--- src/rtl/serial_pkg.sv ---
// Shared types and sizing helpers for the bit_serializer slice.
// BIT_SERIALIZER_PARITY_EN appends one even-parity bit to every frame.
package serial_pkg;

  typedef enum logic [1:0] {
    ST_IDLE  = 2'd0,
    ST_SHIFT = 2'd1,
    ST_GAP   = 2'd2
  } state_e;

`ifdef BIT_SERIALIZER_PARITY_EN
  localparam int PARITY_BITS = 1;
`else
  localparam int PARITY_BITS = 0;
`endif

  // Bits needed to hold counts 0..n-1, never less than one.
  function automatic int cnt_width(input int n);
    return (n <= 2) ? 1 : $clog2(n);
  endfunction

  function automatic int frame_len(input int width);
    return width + PARITY_BITS;
  endfunction

endpackage

--- src/rtl/piso_shift_reg.sv ---
// Parallel-in serial-out shift register; the head bit is the next bit to send.
module piso_shift_reg #(
  parameter int WIDTH     = 8,
  parameter bit MSB_FIRST = 1'b1
) (
  input  logic             clk_i,
  input  logic             clear_i,
  input  logic             load_i,
  input  logic             shift_i,
  input  logic [WIDTH-1:0] data_i,
  output logic             head_o
);

  logic [WIDTH-1:0] sr_q, sr_d;

  always_comb begin
    sr_d = sr_q;
    if (load_i) begin
      sr_d = data_i;
    end else if (shift_i) begin
      sr_d = MSB_FIRST ? {sr_q[WIDTH-2:0], 1'b0} : {1'b0, sr_q[WIDTH-1:1]};
    end
  end

  // NOTE: a datapath register normally needs no reset, but this one is cleared
  // so the idle state is fully deterministic for the downstream detector.
  always_ff @(posedge clk_i) begin
    if (clear_i) sr_q <= '0;
    else         sr_q <= sr_d;
  end

  assign head_o = MSB_FIRST ? sr_q[WIDTH-1] : sr_q[0];

endmodule

--- src/rtl/bit_serializer.sv ---
// Word-to-bit serializer feeding the sequence detector's w input.
// Optional BIT_SERIALIZER_PARITY_EN adds a trailing even-parity bit per frame.
module bit_serializer
  import serial_pkg::*;
#(
  parameter int WIDTH     = 8,
  parameter int GAP       = 0,
  parameter bit MSB_FIRST = 1'b1
) (
  input  logic             Clock,
  input  logic             Reset,
  input  logic [WIDTH-1:0] in_data,
  input  logic             in_valid,
  output logic             in_ready,
  output logic             w,
  output logic             w_valid,
  output logic             busy,
  output logic             frame_done
);

  localparam int FRAME_LEN = frame_len(WIDTH);
  localparam int CNT_W     = cnt_width(FRAME_LEN);
  localparam int GAP_W     = cnt_width(GAP);
  localparam logic [CNT_W-1:0] CNT_LOAD = CNT_W'(FRAME_LEN - 1);
  localparam logic [GAP_W-1:0] GAP_LOAD = GAP_W'(GAP - 1);

  state_e           state_q, state_d;
  logic [CNT_W-1:0] bit_cnt_q, bit_cnt_d;
  logic [GAP_W-1:0] gap_cnt_q, gap_cnt_d;
  logic             last_cnt;
  logic             accept;
  logic             head;

  assign last_cnt = (bit_cnt_q == '0);
  assign accept   = in_valid & in_ready;

  // NOTE: every output gets a default before the case so no path leaves a
  // variable unassigned, which would otherwise infer a latch.
  always_comb begin
    in_ready   = 1'b0;
    w_valid    = 1'b0;
    busy       = 1'b0;
    frame_done = 1'b0;
    if (!Reset) begin
      case (state_q)
        ST_IDLE:  in_ready = 1'b1;
        ST_SHIFT: begin
          w_valid    = 1'b1;
          busy       = 1'b1;
          frame_done = last_cnt;
          in_ready   = last_cnt && (GAP == 0);
        end
        ST_GAP:   busy = 1'b1;
        default:  ;
      endcase
    end
  end

  always_comb begin
    state_d   = state_q;
    bit_cnt_d = bit_cnt_q;
    gap_cnt_d = gap_cnt_q;
    case (state_q)
      ST_IDLE: begin
        if (accept) begin
          state_d   = ST_SHIFT;
          bit_cnt_d = CNT_LOAD;
        end
      end
      ST_SHIFT: begin
        if (!last_cnt) begin
          bit_cnt_d = bit_cnt_q - CNT_W'(1);
        end else if (accept) begin
          bit_cnt_d = CNT_LOAD;     // back-to-back frame, no bubble
        end else if (GAP == 0) begin
          state_d = ST_IDLE;
        end else begin
          state_d   = ST_GAP;
          gap_cnt_d = GAP_LOAD;
        end
      end
      ST_GAP: begin
        if (gap_cnt_q == '0) state_d   = ST_IDLE;
        else                 gap_cnt_d = gap_cnt_q - GAP_W'(1);
      end
      default: state_d = ST_IDLE;
    endcase
  end

  // NOTE: state registers use non-blocking assignments so every flop samples
  // the pre-edge values regardless of process ordering.
  always_ff @(posedge Clock) begin
    if (Reset) begin
      state_q   <= ST_IDLE;
      bit_cnt_q <= '0;
      gap_cnt_q <= '0;
    end else begin
      state_q   <= state_d;
      bit_cnt_q <= bit_cnt_d;
      gap_cnt_q <= gap_cnt_d;
    end
  end

  piso_shift_reg #(
    .WIDTH    (WIDTH),
    .MSB_FIRST(MSB_FIRST)
  ) u_piso (
    .clk_i  (Clock),
    .clear_i(Reset),
    .load_i (accept),
    .shift_i(state_q == ST_SHIFT),
    .data_i (in_data),
    .head_o (head)
  );

`ifdef BIT_SERIALIZER_PARITY_EN
  logic parity_q;

  always_ff @(posedge Clock) begin
    if (Reset)       parity_q <= 1'b0;
    else if (accept) parity_q <= ^in_data;
  end

  // The parity bit occupies the final counter slot, after all data bits.
  assign w = w_valid & (last_cnt ? parity_q : head);
`else
  assign w = w_valid & head;
`endif

endmodule

--- config.mk ---
export PLATFORM = sky130hd
export DESIGN_NAME = bit_serializer
export DESIGN_NICKNAME = d
export VERILOG_FILES = /design/src/rtl/serial_pkg.sv /design/src/rtl/piso_shift_reg.sv /design/src/rtl/bit_serializer.sv
export SDC_FILE = /design/constraint.sdc
export NUM_CORES = 1
export LEC_CHECK = 0
export BUFFER_PORTS_ARGS = -buffer_cell sky130_fd_sc_hd__buf_2
export CORE_AREA = 2 2 39 41
export CTS_BUF_LIST = sky130_fd_sc_hd__clkbuf_2
export DETAILED_ROUTE_END_ITERATION = 12
export DIE_AREA = 0 0 41 43
export MAX_ROUTING_LAYER = met4
export PLACE_DENSITY = 0.75
export SYNTH_ARGS = -nofsm -noshare
export SYNTH_HDL_FRONTEND = slang
export SYNTH_HIERARCHICAL = 1
export SYNTH_SLANG_ARGS = --single-unit
--- constraint.sdc ---
create_clock -name Clock -period 2.1 [get_ports Clock]
set_input_delay 0.315 -clock Clock [delete_from_list [all_inputs] [get_ports Clock]]
set_output_delay 0.315 -clock Clock [all_outputs]
set_load 0.03 [all_outputs]
# After elaboration in Yosys (flattened, before gate mapping)
# Cells that the tools add are included.
[word_totals]
ff_bits = 14
input_bits = 11
output_inout_bits = 5
wordCells = 39
[op_classes]
addsub = 2
n_eq_ne = 6
muxes = 19
bitwise_logic = 2
n_reduce_logical = 6
[op_table]
columns = ["op", "count"]
rows = [
  ["$mux 8", 2],
  ["$mux 1", 8],
  ["$mux 2", 4],
  ["$ne 2x2->1 const B", 4],
  ["$mux 3", 2],
  ["$pmux 2 s3", 1],
  ["$pmux 3 s2", 1],
  ["$reduce_and 4->1", 1],
  ["$reduce_bool 2->1", 2],
  ["$logic_not 3->1", 1],
  ["$sub 3x1->3 const B", 1],
  ["$and 1x1->1", 2],
  ["$eq 2x1->1 const B", 1],
  ["$eq 2x2->1 const B", 1],
  ["$logic_not 2->1", 1],
  ["$pmux 1 s2", 1],
  ["$reduce_or 2->1", 1],
  ["$sub 1x1->1 const B", 1],
]

# Depth between registers and ports, before layout
[logic_depth]
ltp_word = 7
ltp_mapped = 7
ltp_nobuf = 7

# By module
# The synthesis kept the hierarchy.
[modules_own_cells]
columns = ["module", "instances", "cells_per_inst", "area_each_um2", "seq_area_each_um2"]
rows = [
  ["piso_shift_reg", 1, 35, 369.1, 160.2],
  ["bit_serializer", 1, 27, 249.0, 80.1],
]

# Least setup slack after synthesis
# No wires, ideal clock.
[synth_timing]
path_kind = "flip-flop to flip-flop"
startpoint = "register bit_cnt_q[0]"
endpoint = "register u_piso.sr_q[1]"
setup_ns = 0.086
arrival_time_ns = 1.696
t_required_ns = 2.014
setup_slack_ns = 0.319
path_stages_with_launch = 8
n_path_buf = 0
period_less_slack_ns = 1.781
path_cell_list = "dfxtp_1 -> inv_1 -> ha_1 -> nand2b_4 -> and2_4 -> nor3b_1 -> inv_1 -> a211oi_1"
[synth_via]
elab_chain_len = 5
elab_cells_between_ends = 6
cone_classes = "mux: 3; bitwise: 1; reduce/logical: 2"
[synth_lines]
columns = ["element", "line_no", "rtl"]
rows = [
  ["start: declaration", "bit_serializer.sv:28", "logic [CNT_W-1:0] bit_cnt_q, bit_cnt_d;"],
  ["start signal: assignment", "bit_serializer.sv:99", "bit_cnt_q <= bit_cnt_d;"],
  ["$logic_not 3->1 *", "bit_serializer.sv:34", "assign last_cnt = (bit_cnt_q == '0);"],
  ["$pmux 1 s2 *", "bit_serializer.sv:45", "case (state_q)"],
  ["$mux 1 *", "bit_serializer.sv:44", "if (!Reset) begin"],
  ["$and 1x1->1 *", "bit_serializer.sv:35", "assign accept = in_valid & in_ready;"],
  ["named net accept", "bit_serializer.sv:31", "logic accept;"],
  ["$mux 8 / $reduce_bool 2->1 (equally long branches)", "-", ""],
  ["end signal: assignment", "piso_shift_reg.sv:29", "else sr_q <= sr_d;"],
  ["end: declaration", "piso_shift_reg.sv:14", "logic [WIDTH-1:0] sr_q, sr_d;"],
]
# Mark *: on every way through the listed nets, which the timed path passes. The rest lies on a longest branch.
# A chain may end at the register's enable or synchronous reset.

# Final worst setup path
[layout_timing]
startpoint = "register bit_cnt_q[0]"
endpoint = "output port in_ready"
[layout_via]
elab_chain_len = 3
[layout_lines]
columns = ["element", "line_no", "rtl"]
rows = [
  ["$logic_not 3->1", "bit_serializer.sv:34", ""],
  ["$pmux 1 s2", "bit_serializer.sv:45", ""],
  ["$mux 1", "bit_serializer.sv:44", ""],
  ["end: declaration", "bit_serializer.sv:14", "output logic in_ready,"],
]
# Every way passes these cells.

==> summary.txt <==
Timing
  • Max Fclk: 573 MHz
  • Skew final: 0.00786 ns
  • Setup tns final: 0 ns
  • Final Cycle Share: 0.831
  • Final-report setup violation count: 0
  • Post-route minimum period: 1.75 ns
  • Final Hold Vio Count: 0
  • Pins Over Slew Limit: 0
  • RSZ-0062 raised after global routing: no
  • Worst-Margin Slew: 0.296 ns
  • Slew HR: 0.802

Power
  • Leak pwr: 0.309 nW
  • Max VDD drop: 0.301 mV
  • Pwr dens: 678 mW/mm^2
  • Final total power: 484 uW

Setup path
  • Startpoint types: flop
  • Reg-to-reg slack, setup: 0.37 ns
  • Worst path max stage delay: 0.33 ns
  • CP max-delay cell: dfxtp_1
  • Nature of the critical path endpoint: primary output
  • WP data arrival: 1.43 ns
  • Worst Setup SP: bit_cnt_q[0]$_SDFF_PP0_
  • CP required: 1.78 ns
  • Reg2reg start: bit_cnt_q[0]$_SDFF_PP0_
  • Kind of critical path: reg -> out
  • Crit-path cells: inv_1 -> ha_1 -> nand2b_4 -> and2_4 -> nor2_1 -> buf_2
  • Crit path max fanout: 5
  • Reg2reg end: u_piso/sr_q[0]$_SDFFE_PP0P_
  • Worst reg-to-reg path cell count: 8

GRT
  • Tot GR Track Use: 0.163
  • Total grt overflow: 0
  • Vias in the first global route: 494
  • First-pass GRT wire length: 1930 um
  • Initial antenna violation count: 0
  • Largest net degree at the start of global routing: 16

Logic synthesis
  • Ys flop type: dfxtp_1
  • Synthesized area: 618 um^2
  • Register area share after synthesis: 0.389
  • Synth warn: 6
  • Most common cell in the netlist: dfxtp_1
  • Top area cells in the synthesized netlist: dfxtp_1, mux2i_1, a211oi_1
  • Synth cell count leaders: dfxtp_1, a211oi_1, nor2b_1
  • #FFs+latches synth: 12
  • Syn nets: 75
  • Number of synthesized flops with an enable pin: 0
  • Asr flop ratio synth: 0
  • Synth Instances: 62
  • Yosys top cell by area: dfxtp_1
  • Synth top area share: 0.389
  • Syn avg cell area: 9.97 um^2
  • Count of cell types in the netlist: 23

Route
  • Via Count: 495
  • Detailed Routing Iterations Pass 1: 4
  • DR iter-0 viols: 12
  • Vias/cell: 5.21
  • WL/cell: 12.1 um
  • Routed Wire Length: 1150 um
  • Antenna Nets Post-Route: 0
  • # DRC: 0

Final layout
  • Fillers: 139
  • Fraction of layout cells with a size suffix above 1: 0.329
  • ANT cells: 0
  • Layout Nets: 94
  • P&R area growth vs syn: 15.6%

Floorplan
  • Die height: 43 um
  • Die Wd: 41 um
  • Die footprint: 0.00176 mm^2
  • Initial Utilization: 0.447
  • Core Region: 0.00138 mm^2
  • FP Rows: 14
  • Ports: 16

CTS
  • Clk sinks: 12
  • Post-CTS Setup Bufs: 0
  • Total CTS buffers: 3
  • Htree depth: 1
  • Hold-fix buffers, CTS: 0
  • CTS root buf: clkbuf_2
  • Clk_lat worst skew: 0.26 ns
  • Post_cts resized: 0
  • CTS tree: built
  • Max clock buf depth: 2
  • Worst-path clk slew: 0.12 ns

Placement
  • Detailed-placement wirelength estimate: 873 um
  • Port bufs: 15
  • Routability cong.: 0.669

Hold path
  • Worst min-delay path startpoint: in_data[0]
  • Worst hold endpoint: u_piso/sr_q[0]$_SDFFE_PP0P_
  • Hold depth: 3
  • Hold WC Path Type: in -> reg

Outcome
  • Run status: finished, final reports clean

Job
  • Max Cap Violations: 0
-- routing by layer --
metal  track usage  vias up  share of wire
li1              -      255              -
met1         0.213      225           0.46
met2         0.234       15           0.50
met3        0.0314        0          0.038
met4        0.0800        0              0
met5             -        -              0
-- registers in the layout, summed over array words and instances, names as in the netlist --
register / count
bit_cnt_q: 3
state_q: 1
u_piso/sr_q: 8
-- area by class of cell --
type                    instances  area, um^2  share of cell area
inverters                       3        11.3              0.0158
well taps                      16        20.0              0.0280
clock buffers                   3        15.0              0.0210
flip-flops and latches         12         240               0.336
repair buffers                 17        90.1               0.126
multi-input cells              44         338               0.473
-- through the flow --
stage / cell area (um^2) / instances / util / hold WS, ns / worst slack, ns
2_1_floorplan: 618 / 62 / - / 0.380 / 0.319
3_3_place_gp: 699 / 92 / 0.505 / 0.488 / 0.447
3_5_place_dp: 699 / 92 / 0.505 / 0.522 / 0.387
4_1_cts: 714 / 95 / 0.516 / 0.290 / 0.342
5_1_grt: 714 / 95 / 0.516 / 0.302 / 0.226
6_report: 714 / 95 / 0.516 / 0.296 / 0.355
-- how the worst max path moves through the flow --
stage / end / slack (ns) / cells after the start
floorplan: u_piso/sr_q[1]$_SDFFE_PP0P_ / 0.32 / 7
global placement: u_piso/sr_q[0]$_SDFFE_PP0P_ / 0.45 / 8
detailed placement: u_piso/sr_q[0]$_SDFFE_PP0P_ / 0.39 / 8
CTS: in_ready / 0.34 / 6
global route: in_ready / 0.23 / 6
finish: in_ready / 0.35 / 6
-- logic make-up (layout without fill, tap and decap cells) --
| family | after synthesis | count (layout) | synth area share |
|---|---|---|---|
| adders and majority gates | 2 | 2 | 0.0405 |
| muxes | 7 | 7 | 0.113 |
| buffers and inverters | 6 | 23 | 0.0648 |
| DFF | 12 | 12 | 0.389 |
| AOI/OAI and AO/OA | 15 | 15 | 0.182 |
| and+or+nand+nor | 20 | 20 | 0.211 |
-- critical path, delay by kind of cell (launching register included) --
kind	cells	cell delay [ns]
DFF	1	0.33
buffers and inverters	2	0.30
adders and majority gates	1	0.22
and+or+nand+nor	3	0.34
-- where the power goes --
group | internal [mW] | switching, mW
sequential | 0.248 | 0.0131
combinational | 0.0535 | 0.0593
clock | 0.0390 | 0.0714
total | 0.340 | 0.144
-- cells in the final DEF, fill, tap and decap left out --
| cell type | n |
|---|---|
| nand2_1 | 1 |
| nor2b_1 | 8 |
| and2b_2 | 1 |
| buf_4 | 2 |
| and2_4 | 1 |
| nand2b_1 | 1 |
| dfxtp_1 | 12 |
| nor2_1 | 3 |
| and2_1 | 1 |
| clkbuf_2 | 3 |
| nand3_1 | 1 |
| buf_2 | 15 |
| nor3b_1 | 1 |
| a31o_2 | 1 |
| or3b_1 | 1 |
| nand2b_4 | 1 |
| mux2i_1 | 7 |
| a211oi_2 | 1 |
| o311a_2 | 1 |
| ha_1 | 2 |
| a21oi_1 | 4 |
| a211oi_1 | 8 |
| inv_1 | 3 |
Note: power is estimated with default switching activity, not from simulation.
